### config.mk
export PLATFORM = sky130hd
export DESIGN_NAME = rgb_stream_driver_flat
export DESIGN_NICKNAME = d
export VERILOG_FILES = /design/src/rtl/rgb_stream_driver_pkg.sv /design/src/rtl/rgb_stream_driver_if.sv /design/src/rtl/rgb_stream_driver_bit.sv /design/src/rtl/rgb_stream_driver.sv /design/src/flat_wrapper.sv
export SDC_FILE = /design/constraint.sdc
export NUM_CORES = 1
export LEC_CHECK = 0
export CELL_PAD_IN_SITES_DETAIL_PLACEMENT = 0
export CELL_PAD_IN_SITES_GLOBAL_PLACEMENT = 1
export CORE_ASPECT_RATIO = 0.8
export CORE_UTILIZATION = 46
export CTS_CLUSTER_SIZE = 16
export DETAILED_ROUTE_END_ITERATION = 10
export PLACE_DENSITY_LB_ADDON = 0.08
export SYNTH_ARGS = -nofsm -noshare
export SYNTH_HDL_FRONTEND = slang
export SYNTH_HIERARCHICAL = 1
export SYNTH_SLANG_ARGS = --single-unit
### constraint.sdc
create_clock -name clk -period 15.5 [get_ports clk]
set_input_delay 2.325 -clock clk [delete_from_list [all_inputs] [get_ports clk]]
set_output_delay 2.325 -clock clk [all_outputs]
set_load 0.02 [all_outputs]
### src/rtl/rgb_stream_driver_pkg.sv
// Shared definitions for the one-wire RGB LED stream driver: FSM encoding and
// reference timings for a 50 MHz clock.
package rgb_stream_driver_pkg;

    typedef enum logic [2:0] {
        ST_IDLE  = 3'd0,
        ST_LOAD  = 3'd1,
        ST_HIGH  = 3'd2,
        ST_LOW   = 3'd3,
        ST_LATCH = 3'd4
    } rgb_state_e;

    // 50 MHz reference: 1.24 us bit, 0.8/0.4 us high times, 50 us or 300 us latch
    localparam int RGB_DEF_CLKMAX      = 62;
    localparam int RGB_DEF_HI1         = 40;
    localparam int RGB_DEF_HI0         = 20;
    localparam int RGB_DEF_LATCH_50US  = 2500;
    localparam int RGB_DEF_LATCH_300US = 15000;

endpackage

### src/rtl/rgb_stream_driver_if.sv
// LED word stream handshake between the frame-buffer reader and the driver.
interface rgb_stream_driver_if #(
    parameter int DATA_W = 24
);
    logic [DATA_W-1:0] in_data;
    logic              in_valid;
    logic              in_last;
    logic              in_ready;

    modport master (output in_data, output in_valid, output in_last, input in_ready);
    modport slave  (input in_data, input in_valid, input in_last, output in_ready);
endinterface

### src/rtl/rgb_stream_driver_bit.sv
// Per-bit period counter: tracks position inside one bit and clamps the
// timing so every bit has at least one high and one low cycle.
module rgb_bit_timer #(
    parameter int CNT_W = 16
) (
    input  logic             clk,
    input  logic             reset,
    input  logic             start,
    input  logic             run,
    input  logic [CNT_W-1:0] clkmax,
    input  logic [CNT_W-1:0] hi,
    output logic             phase_high,
    output logic             bit_done
);
    localparam int W1 = CNT_W + 1;

    logic [CNT_W-1:0] cnt_q, cnt_d;
    logic [CNT_W-1:0] per;
    logic [CNT_W-1:0] hi_c;

    always_comb begin
        per = (clkmax < CNT_W'(2)) ? CNT_W'(2) : clkmax;
        if (hi == '0)
            hi_c = CNT_W'(1);
        else if (hi >= per)
            hi_c = per - CNT_W'(1);
        else
            hi_c = hi;
    end

    always_comb begin
        cnt_d = cnt_q;
        if (start)
            cnt_d = '0;
        else if (run)
            cnt_d = cnt_q + CNT_W'(1);
    end

    always_ff @(posedge clk) begin
        if (reset)
            cnt_q <= '0;
        else
            cnt_q <= cnt_d;
    end

    // phase_high looks one cycle ahead: it says whether the next cycle is still high
    assign phase_high = (W1'(cnt_q) + W1'(1)) < W1'(hi_c);
    assign bit_done   = (cnt_q == per - CNT_W'(1));

endmodule

### src/rtl/rgb_stream_driver.sv
// WS2812-class NRZ serialiser: one holding register feeding a shift register,
// MSB-first bit encoding, and an end-of-frame latch gap.
module rgb_stream_driver
    import rgb_stream_driver_pkg::*;
#(
    parameter int DATA_W  = 24,
    parameter int CNT_W   = 16,
    parameter int LATCH_W = 20
) (
    input  logic               clk,
    input  logic               reset,
    input  logic               en,
    input  logic [CNT_W-1:0]   clkmax,
    input  logic [CNT_W-1:0]   hi_in_1,
    input  logic [CNT_W-1:0]   hi_in_0,
    input  logic [LATCH_W-1:0] latch_cycles,
    rgb_stream_driver_if.slave s_if,
    output logic               outpin,
    output logic               busy,
    output logic               nopulse,
    output logic               underrun,
    output logic               transmit_complete
);
    localparam int IDX_W = (DATA_W > 1) ? $clog2(DATA_W) : 1;
    localparam logic [IDX_W-1:0] IDX_MAX = IDX_W'(DATA_W - 1);

    rgb_state_e state_q, state_d;

    logic [DATA_W-1:0]  hold_q, shift_q, shift_d;
    logic               hold_valid_q, hold_valid_d;
    logic               hold_last_q;
    logic               cur_last_q, cur_last_d;
    logic [IDX_W-1:0]   bit_idx_q, bit_idx_d;
    logic [CNT_W-1:0]   clkmax_s_q, clkmax_s_d;
    logic [CNT_W-1:0]   hi1_s_q, hi1_s_d;
    logic [CNT_W-1:0]   hi0_s_q, hi0_s_d;
    logic [LATCH_W-1:0] latch_cnt_q, latch_cnt_d;
    logic               outpin_q;
    logic               underrun_q, underrun_d;

    logic               accept, consume, to_latch;
    logic               t_start, t_run, phase_high, bit_done;
    logic [CNT_W-1:0]   hi_sel;

    assign accept  = s_if.in_valid && !hold_valid_q;
    assign t_run   = (state_q == ST_HIGH) || (state_q == ST_LOW);
    assign hi_sel  = shift_q[DATA_W-1] ? hi1_s_q : hi0_s_q;

    rgb_bit_timer #(.CNT_W(CNT_W)) u_bit_timer (
        .clk        (clk),
        .reset      (reset),
        .start      (t_start),
        .run        (t_run),
        .clkmax     (clkmax_s_q),
        .hi         (hi_sel),
        .phase_high (phase_high),
        .bit_done   (bit_done)
    );

    always_comb begin
        state_d     = state_q;
        shift_d     = shift_q;
        cur_last_d  = cur_last_q;
        bit_idx_d   = bit_idx_q;
        clkmax_s_d  = clkmax_s_q;
        hi1_s_d     = hi1_s_q;
        hi0_s_d     = hi0_s_q;
        latch_cnt_d = latch_cnt_q;
        underrun_d  = 1'b0;
        t_start     = 1'b0;
        consume     = 1'b0;
        to_latch    = 1'b0;

        case (state_q)
            ST_IDLE: begin
                if (en && hold_valid_q)
                    state_d = ST_LOAD;
            end
            ST_LOAD: begin
                consume    = 1'b1;
                shift_d    = hold_q;
                cur_last_d = hold_last_q;
                bit_idx_d  = IDX_MAX;
                clkmax_s_d = clkmax;
                hi1_s_d    = hi_in_1;
                hi0_s_d    = hi_in_0;
                t_start    = 1'b1;
                state_d    = ST_HIGH;
            end
            ST_HIGH: begin
                if (!phase_high)
                    state_d = ST_LOW;
            end
            ST_LOW: begin
                if (bit_done) begin
                    if (bit_idx_q != '0) begin
                        shift_d   = {shift_q[DATA_W-2:0], 1'b0};
                        bit_idx_d = bit_idx_q - IDX_W'(1);
                        t_start   = 1'b1;
                        state_d   = ST_HIGH;
                    end else if (cur_last_q || !en) begin
                        to_latch = 1'b1;
                    end else if (hold_valid_q) begin
                        // chain straight into the next word, keeping the frame's timing
                        consume    = 1'b1;
                        shift_d    = hold_q;
                        cur_last_d = hold_last_q;
                        bit_idx_d  = IDX_MAX;
                        t_start    = 1'b1;
                        state_d    = ST_HIGH;
                    end else begin
                        underrun_d = 1'b1;
                        to_latch   = 1'b1;
                    end
                end
            end
            ST_LATCH: begin
                if (latch_cnt_q == '0)
                    state_d = ST_IDLE;
                else
                    latch_cnt_d = latch_cnt_q - LATCH_W'(1);
            end
            default: state_d = ST_IDLE;
        endcase

        if (to_latch) begin
            state_d     = ST_LATCH;
            latch_cnt_d = (latch_cycles == '0) ? '0 : latch_cycles - LATCH_W'(1);
        end
    end

    always_comb begin
        hold_valid_d = hold_valid_q;
        if (consume)
            hold_valid_d = 1'b0;
        if (accept)
            hold_valid_d = 1'b1;
    end

    always_ff @(posedge clk) begin
        if (reset) begin
            state_q      <= ST_IDLE;
            hold_q       <= '0;
            hold_valid_q <= 1'b0;
            hold_last_q  <= 1'b0;
            shift_q      <= '0;
            cur_last_q   <= 1'b0;
            bit_idx_q    <= '0;
            clkmax_s_q   <= '0;
            hi1_s_q      <= '0;
            hi0_s_q      <= '0;
            latch_cnt_q  <= '0;
            outpin_q     <= 1'b0;
            underrun_q   <= 1'b0;
        end else begin
            state_q      <= state_d;
            hold_valid_q <= hold_valid_d;
            if (accept) begin
                hold_q      <= s_if.in_data;
                hold_last_q <= s_if.in_last;
            end
            shift_q      <= shift_d;
            cur_last_q   <= cur_last_d;
            bit_idx_q    <= bit_idx_d;
            clkmax_s_q   <= clkmax_s_d;
            hi1_s_q      <= hi1_s_d;
            hi0_s_q      <= hi0_s_d;
            latch_cnt_q  <= latch_cnt_d;
            outpin_q     <= (state_d == ST_HIGH);
            underrun_q   <= underrun_d;
        end
    end

    assign s_if.in_ready     = !hold_valid_q;
    assign outpin            = outpin_q;
    assign busy              = (state_q != ST_IDLE);
    assign nopulse           = (state_q == ST_IDLE) || (state_q == ST_LATCH);
    assign underrun          = underrun_q;
    assign transmit_complete = (state_q == ST_LATCH) && (latch_cnt_q == '0);

endmodule
### src/flat_wrapper.sv
// flat-port wrapper written by rule: the top's interface ports become plain ports
module rgb_stream_driver_flat import rgb_stream_driver_pkg::*;
#(
    parameter int DATA_W  = 24,
    parameter int CNT_W   = 16,
    parameter int LATCH_W = 20
)
  (clk, reset, en, clkmax, hi_in_1, hi_in_0, latch_cycles, outpin, busy, nopulse, underrun, transmit_complete, s_if_in_data, s_if_in_valid, s_if_in_last, s_if_in_ready);
  rgb_stream_driver_if #(.DATA_W(DATA_W)) s_if_i ();
  input  logic clk;
  input  logic reset;
  input  logic en;
  input  logic [CNT_W-1:0] clkmax;
  input  logic [CNT_W-1:0] hi_in_1;
  input  logic [CNT_W-1:0] hi_in_0;
  input  logic [LATCH_W-1:0] latch_cycles;
  output logic outpin;
  output logic busy;
  output logic nopulse;
  output logic underrun;
  output logic transmit_complete;
  input wire logic [$bits(s_if_i.in_data)-1:0] s_if_in_data;
  input wire logic [$bits(s_if_i.in_valid)-1:0] s_if_in_valid;
  input wire logic [$bits(s_if_i.in_last)-1:0] s_if_in_last;
  output wire logic [$bits(s_if_i.in_ready)-1:0] s_if_in_ready;
  assign s_if_i.in_data = s_if_in_data;
  assign s_if_i.in_valid = s_if_in_valid;
  assign s_if_i.in_last = s_if_in_last;
  assign s_if_in_ready = s_if_i.in_ready;
  rgb_stream_driver #(.DATA_W(DATA_W), .CNT_W(CNT_W), .LATCH_W(LATCH_W)) u_core (.clk(clk), .reset(reset), .en(en), .clkmax(clkmax), .hi_in_1(hi_in_1), .hi_in_0(hi_in_0), .latch_cycles(latch_cycles), .s_if(s_if_i), .outpin(outpin), .busy(busy), .nopulse(nopulse), .underrun(underrun), .transmit_complete(transmit_complete));
endmodule
==> flow_summary.json, run 1 <==
{
  "setup_tns_ps": 0,
  "tightestPinTransition_ps": 1110,
  "synth_warnings": 6,
  "diodes": 0,
  "skew_ps": 21.8,
  "pwr-share-seq": 0.330,
  "die_height_microns": 123,
  "synth-seq-area-share": 0.342,
  "ys_ff_latch": 145,
  "grt_use_total": 0.246,
  "rsz0062_at_grt": "false",
  "pwr_density_cell_nw_per_um2": 123,
  "arrival_ps": 6050,
  "clkTransAtPathRegs_ps": 80,
  "finalHoldViolations": 0,
  "p_int_w": 0.000787,
  "mappedNetlistArea_sq_um": 8480,
  "cts_tree": "yes",
  "whs_ps": 455,
  "core_sq_um": 18100,
  "clkPwrFrac": 0.332,
  "grt_max_degree": 55,
  "grt_pass1_wl_microns": 36600,
  "finalInstanceArea_sq_um": 10200,
  "placed_area_sq_um": 9560,
  "cts.htree.levels": 4,
  "pwr-share-comb": 0.338,
  "maxSlewViolCount": 0,
  "post-route-period-util": 0.367,
  "place_congestion": 0.902,
  "crit_chain": "or4_4, nor4_4, nand2b_2, inv_1, ha_1, nand2b_1, a21oi_1, o21ai_0, a2111oi_0, o21ai_2, buf_4, nand3_1, o211ai_1, ha_1, a21o_1, a21o_1, a221o_1, a221o_1, a31oi_1, o21ai_0, a41oi_1, mux2i_1, a32oi_1, o21a_1",
  "finalSetupViolations": 0,
  "cp.required_ps": 15860,
  "ctsLongestPathBuffers": 2,
  "syn_nets": 1155,
  "vias": 7533,
  "slowest_stage": "or4_4",
  "crit_fanout": 30,
  "max_freq_mhz": 176,
  "yosys.area.top_type": "dfxtp_1",
  "drc": 0,
  "path_buf_inv": 2,
  "pin_count": 103,
  "postCtsSetupBuffers": 0,
  "synthToLayoutAreaGrowth_pct": 19.9,
  "dp_cells": 1301,
  "fill_cells": 1699,
  "cts.sinks": 145,
  "min_period_ps": 5690,
  "worst_setup_path_end_kind": "flop",
  "drt-pass1-iter-count": 5,
  "slowest_delay_ps": 600,
  "numPortBuffers": 102,
  "outcome": "finished clean",
  "ys_async_sr_fraction": 0,
  "hp-class": "flop to flop",
  "synth_flop_cell": "dfxtp_1",
  "slew_headroom": 0.257,
  "yosysTopAreaCellShare": 0.342,
  "wl_per_cell_microns": 17.1,
  "synth.distinct_cells": 86,
  "wl_microns": 22800,
  "cts_hold_repair.buffers": 0,
  "layout.cells.non_filler": 1333,
  "clk_latency_ps": 430,
  "ir_drop_v": 0.0000648,
  "yosys-top-cells-area": "dfxtp_1 (34%), nand2_1 (8.4%), a21oi_1 (5.7%)",
  "syn_inst": 1021,
  "critical_path_class": "flop to flop",
  "syn_area_per_cell_sq_um": 8.30,
  "grt_antenna_before_repair": 0,
  "die_w_microns": 154,
  "crit_family": "compound AO/OA/AOI/OAI gates",
  "numCtsBuffers": 17,
  "overflow": 0,
  "clockRootBuffer": "clkbuf_16",
  "ant_nets": 0,
  "initial_utilization": 0.468,
  "rows": 44,
  "synth_edf_count": 0,
  "nNetsFinal": 1224,
  "drive_gt1_frac": 0.0907,
  "switching_share": 0.368,
  "dp_hpwl_microns": 16500,
  "cp-start-kind": "flop",
  "leakage_nw": 3.83,
  "ctsResizeCount": 0,
  "grt_pass1_vias": 6814,
  "drt_iter0_markers": 510,
  "die_area_sq_um": 19000,
  "finalPower_w": 0.00125,
  "max_cap_viol_count": 0,
  "p_switching_w": 0.000459,
  "vias_per_cell": 5.65
}
[synthesized netlist by cell type (all sizes together) (4+ instances only)]
master   instances
nor2            55
or4              7
o211ai          20
a21o            11
nor2b            9
o2111ai          4
dfxtp          145
nand2b          13
buf             15
a21oi           98
a2111oi          5
nand2          189
xor2            38
a31oi            5
o21ai           17
nand4           13
a211oi          11
nor3            24
xnor2           35
or3              6
nor4            22
or2              4
clkbuf          43
nand3           20
ha              37
and3            12
a221o           24
inv             29
mux2            17
mux2i            8
a311oi           4
and2            23
o22ai           13
[state kept, by name, indices dropped and copies added (netlist names)]
| signal | count |
|---|---|
| u_core/cur_last_q | 1 |
| u_core/u_bit_timer/cnt_q | 16 |
| u_core/outpin | 1 |
| u_core/bit_idx_q | 5 |
| u_core/hi1_s_q | 16 |
| u_core/clkmax_s_q | 16 |
| u_core/hold_last_q | 1 |
| u_core/hold_valid_q | 1 |
| u_core/latch_cnt_q | 20 |
| u_core/state_q | 3 |
| u_core/shift_q | 24 |
| u_core/underrun | 1 |
| u_core/hi0_s_q | 16 |
| u_core/hold_q | 24 |
[stage by stage]
step                      setup slack [ps]  utilization
final                                 9810        0.561
after global routing                  9580        0.561
after CTS                             9880        0.561
after detailed placement              9940        0.528
after global placement               10160        0.528
after floorplan                      10340            -
[worst reg2reg max path, stage by stage (launching register included)]
cell and delay [ps]:
dfxtp_1 380, or4_4 600, nor4_4 340, nand2b_2 230
inv_1 60, ha_1 260, nand2b_1 140, a21oi_1 160
o21ai_0 100, a2111oi_0 540, o21ai_2 90, buf_4 240
nand3_1 120, o211ai_1 120, ha_1 350, a21o_1 160
a21o_1 160, a221o_1 340, a221o_1 290, a31oi_1 140
o21ai_0 130, a41oi_1 210, mux2i_1 100, a32oi_1 210
o21a_1 150
[layout make-up]
class | instances | area (sq um) | area share
clock inverter | 15 | 184 | 0.0181
inverter | 29 | 109 | 0.0107
tap | 230 | 288 | 0.0283
multi-input combinational | 787 | 5180 | 0.509
sequential | 145 | 2900 | 0.286
clock buffer | 17 | 425 | 0.0418
timing repair buffer | 110 | 1080 | 0.106
[layout by cell type, fill, tap and decap left out, types with 15 or more instances in the layout]
master and count:
a21oi_1 97, a221o_1 24, and2_1 23, clkbuf_16 17
clkdlybuf4s50_1 101, dfxtp_1 145, ha_1 37, inv_1 29
mux2_2 16, nand2_1 189, nand3_1 17, nor2_1 53
nor3_1 20, nor4_1 18, o211ai_1 20, o21ai_0 15
xnor2_1 35, xor2_1 38
[path summary, 6_finish.rpt]
path	start	cells after the start	end	slack, ps
worst max-delay path	u_core/clkmax_s_q[6]	24	u_core/outpin	9810
worst max register to register	u_core/clkmax_s_q[6]	24	u_core/outpin	9810
worst min register to register	u_core/hi1_s_q[13]	2	u_core/hi1_s_q[13]	460
worst min-delay path	u_core/hi1_s_q[13]	2	u_core/hi1_s_q[13]	460
[routing by layer]
metal,GRT usage,share of wire
met5,0,0
met4,0.0569,0.010
met3,0.0470,0.053
met2,0.337,0.39
met1,0.386,0.55
[cell families after synthesis]
family	Yosys count	share of synthesized area
simple gates	416	0.256
compound gates	236	0.190
flops	145	0.342
buf+inv	89	0.0485
xor+xnor	73	0.0754
fa+ha+maj	37	0.0546
mux	25	0.0325
[power by group through the flow]
stage | clock, W | combinational (W) | sequential [W]
2_1_floorplan | 0 | 0.000303 | 0.000410
3_3_place_gp | 0 | 0.000411 | 0.000419
3_5_place_dp | 0 | 0.000410 | 0.000419
4_1_cts | 0.000421 | 0.000415 | 0.000410
5_1_grt | 0.000437 | 0.000463 | 0.000413
6_report | 0.000414 | 0.000422 | 0.000411
No activity file was read; power rests on OpenSTA's default activity.
==> run 2, diff against run 1 <==
- CORE_UTILIZATION: 46 -> 42
- clock period: 15.5 -> 5.3 ns (I/O delays scaled with it)
==> flow_summary.json, run 2 (synthesized netlist as in run 1, its figures left out) <==
{
  "slew_headroom": 0.261,
  "dp_cells": 1357,
  "drt_iter0_markers": 591,
  "worst_setup_path_end_kind": "flop",
  "grt_max_degree": 51,
  "place_congestion": 0.933,
  "min_from": "u_core/hi0_s_q[11]",
  "cts.htree.levels": 4,
  "vias_per_cell": 5.47,
  "place_ws_ps": -18.9,
  "slowest_stage": "or4_4",
  "wl_per_cell_microns": 17.0,
  "nNetsFinal": 1251,
  "globalRouteMet1Util": 0.354,
  "outcome": "finished clean",
  "clkTransAtPathRegs_ps": 80,
  "drive_gt1_frac": 0.119,
  "arrival_ps": 5420,
  "r2r-start": "u_core/clkmax_s_q[4]",
  "grtUsageMet3": 0.0586,
  "hold_end": "u_core/hi0_s_q[11]",
  "diodes": 0,
  "ctsLongestPathBuffers": 2,
  "reg2reg_slack_ps": 170,
  "cts_hold_repair.buffers": 0,
  "clk_latency_ps": 440,
  "wl_microns": 23700,
  "worst_slack_ps": 172,
  "cp.required_ps": 5600,
  "rr_worst_depth": 23,
  "pwr_density_cell_nw_per_um2": 362,
  "crit_family": "compound AO/OA/AOI/OAI gates",
  "crit_fanout": 7,
  "critical_path_class": "flop to flop",
  "post-route-period-util": 0.968,
  "skew_ps": 15.6,
  "pin_count": 103,
  "timing.rr.end": "u_core/state_q[0]",
  "drt-pass1-iter-count": 7,
  "clockRootBuffer": "clkbuf_16",
  "slowest_delay_ps": 580,
  "path_buf_inv": 1,
  "max_cap_viol_count": 0,
  "finalHoldViolations": 0,
  "vias": 7620,
  "ant_nets": 0,
  "layout.cells.non_filler": 1394,
  "synthToLayoutAreaGrowth_pct": 23.8,
  "cts_tree": "yes",
  "hp-class": "flop to flop",
  "dp_hpwl_microns": 17000,
  "grt_use_total": 0.230,
  "numCtsBuffers": 17,
  "die_area_sq_um": 20800,
  "max_freq_mhz": 195,
  "cp-start-kind": "flop",
  "overflow": 0,
  "min_period_ps": 5130,
  "layout_commonest_cell": "nand2_1",
  "final_cell_mix": "nand2_1 (189), dfxtp_1 (144), clkdlybuf4s50_1 (101)",
  "maxSlewViolCount": 0,
  "rows": 46,
  "finalSetupViolations": 0,
  "leakage_nw": 4.01,
  "grt_antenna_before_repair": 0,
  "cts.sinks": 145,
  "setup_tns_ps": 0,
  "drc": 0,
  "grt_pass1_wl_microns": 37300,
  "numPortBuffers": 102,
  "die_w_microns": 161,
  "grt_util_met2": 0.309,
  "whs_ps": 455,
  "initial_utilization": 0.428,
  "tightestPinTransition_ps": 1110,
  "grt_pass1_vias": 6845,
  "core_sq_um": 19800,
  "hold_depth": 2,
  "die_height_microns": 129,
  "top_usage_layer": "met1",
  "crit_chain": "or4_4, nor4_4, nand2b_4, inv_1, ha_1, nand2b_4, a21oi_2, o21ai_2, a2111oi_4, o21ai_4, nand3_2, o211ai_1, ha_1, a21o_1, a21o_1, a221o_1, a221o_1, a31oi_1, o21ai_1, a41oi_1, mux2i_1, a32oi_1, nor3_1",
  "top_regs": "u_core/hold_q: 24 flops, u_core/shift_q: 24 flops, u_core/latch_cnt_q: 20 flops",
  "ir_drop_v": 0.000191
}
-- run 2: cell types whose count changed in the layout (fill, tap and decap cells not counted), moves of 2 or more --
cell / delta
nand2b_4: +2
nand2b_1: -2
inv_6: +2
o21ai_0: -2
buf_4: +26
clkinvlp_4: -2
inv_8: -4
clkinv_8: +3
-- run 2: what timing repair did --
action,4_1_cts,5_1_grt
buffers inserted,0,5
pin swaps,0,9
resized for setup,1,14
endpoints found under the setup margin,2,32
-- run 2: worst max-delay path by stage --
stage / startpoint / end / cells past startpoint
after floorplan: u_core/clkmax_s_q[6] / u_core/state_q[0] / 24
after global placement: u_core/clkmax_s_q[6] / u_core/state_q[0] / 23
after detailed placement: u_core/clkmax_s_q[6] / u_core/state_q[0] / 22
after CTS: u_core/clkmax_s_q[6] / u_core/state_q[0] / 23
after global routing: u_core/clkmax_s_q[4] / u_core/state_q[0] / 23
final: u_core/clkmax_s_q[4] / u_core/state_q[0] / 23
-- run 2: metal layers --
metal | vias up | wire (microns)
met5 | - | 0
met4 | 0 | 323
met3 | 27 | 1460
met2 | 202 | 9310
met1 | 3545 | 12600
li1 | 3846 | -
-- run 2: worst register-to-register path, delay by kind of cell, from the launching register on --
family | cells | cell delay, ps
DFF | 1 | 320
and+or+nand+nor | 6 | 1440
muxes | 1 | 100
adders and majority gates | 2 | 590
buffers and inverters | 1 | 50
AOI/OAI and AO/OA | 13 | 2540
-- run 2: power breakdown --
group / switching (W) / internal (W)
sequential: 0.0000428 / 0.00114
clock: 0.000586 / 0.000649
combinational: 0.000775 / 0.000605
-- run 2: through the flow --
| stage | utilization | instance area, sq um | total power (W) |
|---|---|---|---|
| CTS | 0.525 | 10400 | 0.00372 |
| global route | 0.530 | 10500 | 0.00401 |
| global placement | 0.493 | 9760 | 0.00247 |
| finish | 0.530 | 10500 | 0.00380 |
| detailed placement | 0.493 | 9760 | 0.00247 |
| floorplan | - | 8480 | 0.00209 |
-- run 2: final cells by class --
class / instances / area [sq um]
Clock buffer: 17 / 425
Clock inverter: 15 / 206
Multi-Input combinational cell: 787 / 5240
Timing Repair Buffer: 137 / 1280
Inverter: 29 / 109
Tap cell: 264 / 330
Fill cell: 1920 / 9300
Sequential cell: 145 / 2900
==> run 3, diff against run 2 <==
- clock period: 5.3 -> 5.6 ns (I/O delays scaled with it)
==> flow_summary.json, run 3 (synthesized netlist as in run 1, its figures left out) <==
{
  "outcome": "finished clean",
  "slowest_delay_ps": 530,
  "rows": 46,
  "crit_family": "compound AO/OA/AOI/OAI gates",
  "r2r-start": "u_core/clkmax_s_q[12]",
  "final_cell_mix": "nand2_1 (189), dfxtp_1 (144), clkdlybuf4s50_1 (101)",
  "clk_latency_ps": 430,
  "worst_slack_ps": 301,
  "hold_depth": 2,
  "grt_pass1_wl_microns": 37000,
  "pwr_density_cell_nw_per_um2": 339,
  "multi_input_area_sq_um": 5200,
  "layout_commonest_cell": "nand2_1",
  "synthToLayoutAreaGrowth_pct": 23.0,
  "grt_use_total": 0.228,
  "wl_per_cell_microns": 16.9,
  "slew_headroom": 0.317,
  "whs_ps": 454,
  "max_freq_mhz": 189,
  "place_congestion": 0.886,
  "post-route-period-util": 0.946,
  "nNetsFinal": 1250,
  "fill_cells": 1923,
  "wl_microns": 23500,
  "crit_chain": "or4_4, nor4_4, nand2b_4, inv_1, ha_1, nand2b_1, a21oi_1, o21ai_1, a2111oi_2, o21ai_4, buf_4, o211ai_1, ha_1, a21o_1, a21o_1, a221o_1, a221o_1, a31oi_1, o21ai_0, a41oi_1, mux2i_1, a32oi_1, nor3_1",
  "cts.htree.levels": 4,
  "finalSetupViolations": 0,
  "tightestPinTransition_ps": 1020,
  "vias_per_cell": 5.42,
  "initial_utilization": 0.428,
  "core_sq_um": 19800,
  "path_buf_inv": 2,
  "dp_hpwl_microns": 17100,
  "drive_gt1_frac": 0.115,
  "reg2reg_slack_ps": 300,
  "pin_count": 103,
  "cts_tree": "yes",
  "hp-class": "flop to flop",
  "slowest_stage": "or4_4",
  "hold_end": "u_core/hold_q[22]",
  "grt_antenna_before_repair": 0,
  "arrival_ps": 5600,
  "ant_nets": 0,
  "place_ws_ps": 110,
  "ff_latch_area_sq_um": 2900,
  "cp.required_ps": 5900,
  "cp-start-kind": "flop",
  "ir_drop_v": 0.000188,
  "numCtsBuffers": 17,
  "numPortBuffers": 102,
  "rr_worst_depth": 23,
  "clkTransAtPathRegs_ps": 70,
  "die_height_microns": 129,
  "diodes": 0,
  "drc": 0,
  "grt_pass1_vias": 6782,
  "crit_fanout": 5,
  "vias": 7551,
  "overflow": 0,
  "maxSlewViolCount": 0,
  "timing.rr.end": "u_core/state_q[0]",
  "dp_cells": 1354,
  "die_area_sq_um": 20800,
  "top_regs": "u_core/hold_q: 24 flops, u_core/shift_q: 24 flops, u_core/latch_cnt_q: 20 flops",
  "drt-pass1-iter-count": 5,
  "clockRootBuffer": "clkbuf_16",
  "min_from": "u_core/hold_q[22]",
  "worst_setup_path_end_kind": "flop",
  "crit_cells": 23,
  "layout.cells.non_filler": 1393,
  "finalHoldViolations": 0,
  "finalPower_w": 0.00354,
  "die_w_microns": 161,
  "max_cap_viol_count": 0,
  "skew_ps": 13.7,
  "critical_path_class": "flop to flop",
  "cts.sinks": 145,
  "ctsLongestPathBuffers": 2,
  "leakage_nw": 3.97,
  "drt_iter0_markers": 559,
  "min_period_ps": 5300,
  "grt_max_degree": 66
}
[run 3: cell count changes in the layout (fill, tap and decap cells not counted), sizes merged]
cell	change
buf	-2
clkbuf	+1
inv	-1
clkinv	-1
clkinvlp	+2
[run 3: through the flow]
step	cell area [sq um]	TNS (ps)	util
after floorplan	8480	0	-
after detailed placement	9740	0	0.492
after global placement	9740	0	0.492
after global routing	10400	-5.64	0.527
after CTS	10400	0	0.523
final	10400	0	0.527
[run 3: metal layers]
metal / vias to the layer above / global-route usage / share of wire
li1: 3843 / - / -
met1: 3495 / 0.357 / 0.54
met5: - / 0 / 0
met2: 193 / 0.315 / 0.40
met3: 20 / 0.0435 / 0.048
met4: 0 / 0.0527 / 0.010
[run 3: layout make-up]
| type | instances | share of cell area |
|---|---|---|
| inverter | 29 | 0.0104 |
| timing repair buffer | 136 | 0.122 |
| sequential | 145 | 0.278 |
| tap | 264 | 0.0317 |
| multi-input combinational | 787 | 0.499 |
| clock buffer | 17 | 0.0408 |
| clock inverter | 15 | 0.0181 |
[run 3: worst reg2reg max path, delay by kind of cell, from the launching register on]
kind                       cells  cell delay [ps]
AOI/OAI and AO/OA             13             2710
adders and majority gates      2              530
and+or+nand+nor                5             1290
DFF                            1              350
buffers and inverters          2              200
muxes                          1              100
[run 3: report_power, final]
group | total [W] | switching, W | internal (W)
sequential | 0.00112 | 0.0000420 | 0.00108
clock | 0.00115 | 0.000544 | 0.000604
combinational | 0.00127 | 0.000714 | 0.000555
total | 0.00354 | 0.00130 | 0.00224
[run 3: worst max-delay path by stage]
stage,from,endpoint,slack [ps]
after global placement,u_core/clkmax_s_q[6],u_core/state_q[0],320
after floorplan,u_core/clkmax_s_q[6],u_core/state_q[0],440
after detailed placement,u_core/clkmax_s_q[15],u_core/state_q[0],110
after global routing,u_core/clkmax_s_q[12],u_core/state_q[0],-6
final,u_core/clkmax_s_q[12],u_core/state_q[0],300
after CTS,u_core/clkmax_s_q[6],u_core/state_q[0],70
[run 3: timing repair]
action,4_1_cts,5_1_grt
buffers inserted,0,7
setup endpoints to repair,0,2
endpoints found under the hold margin,0,0
hold buffers,0,0
resized for setup,0,9
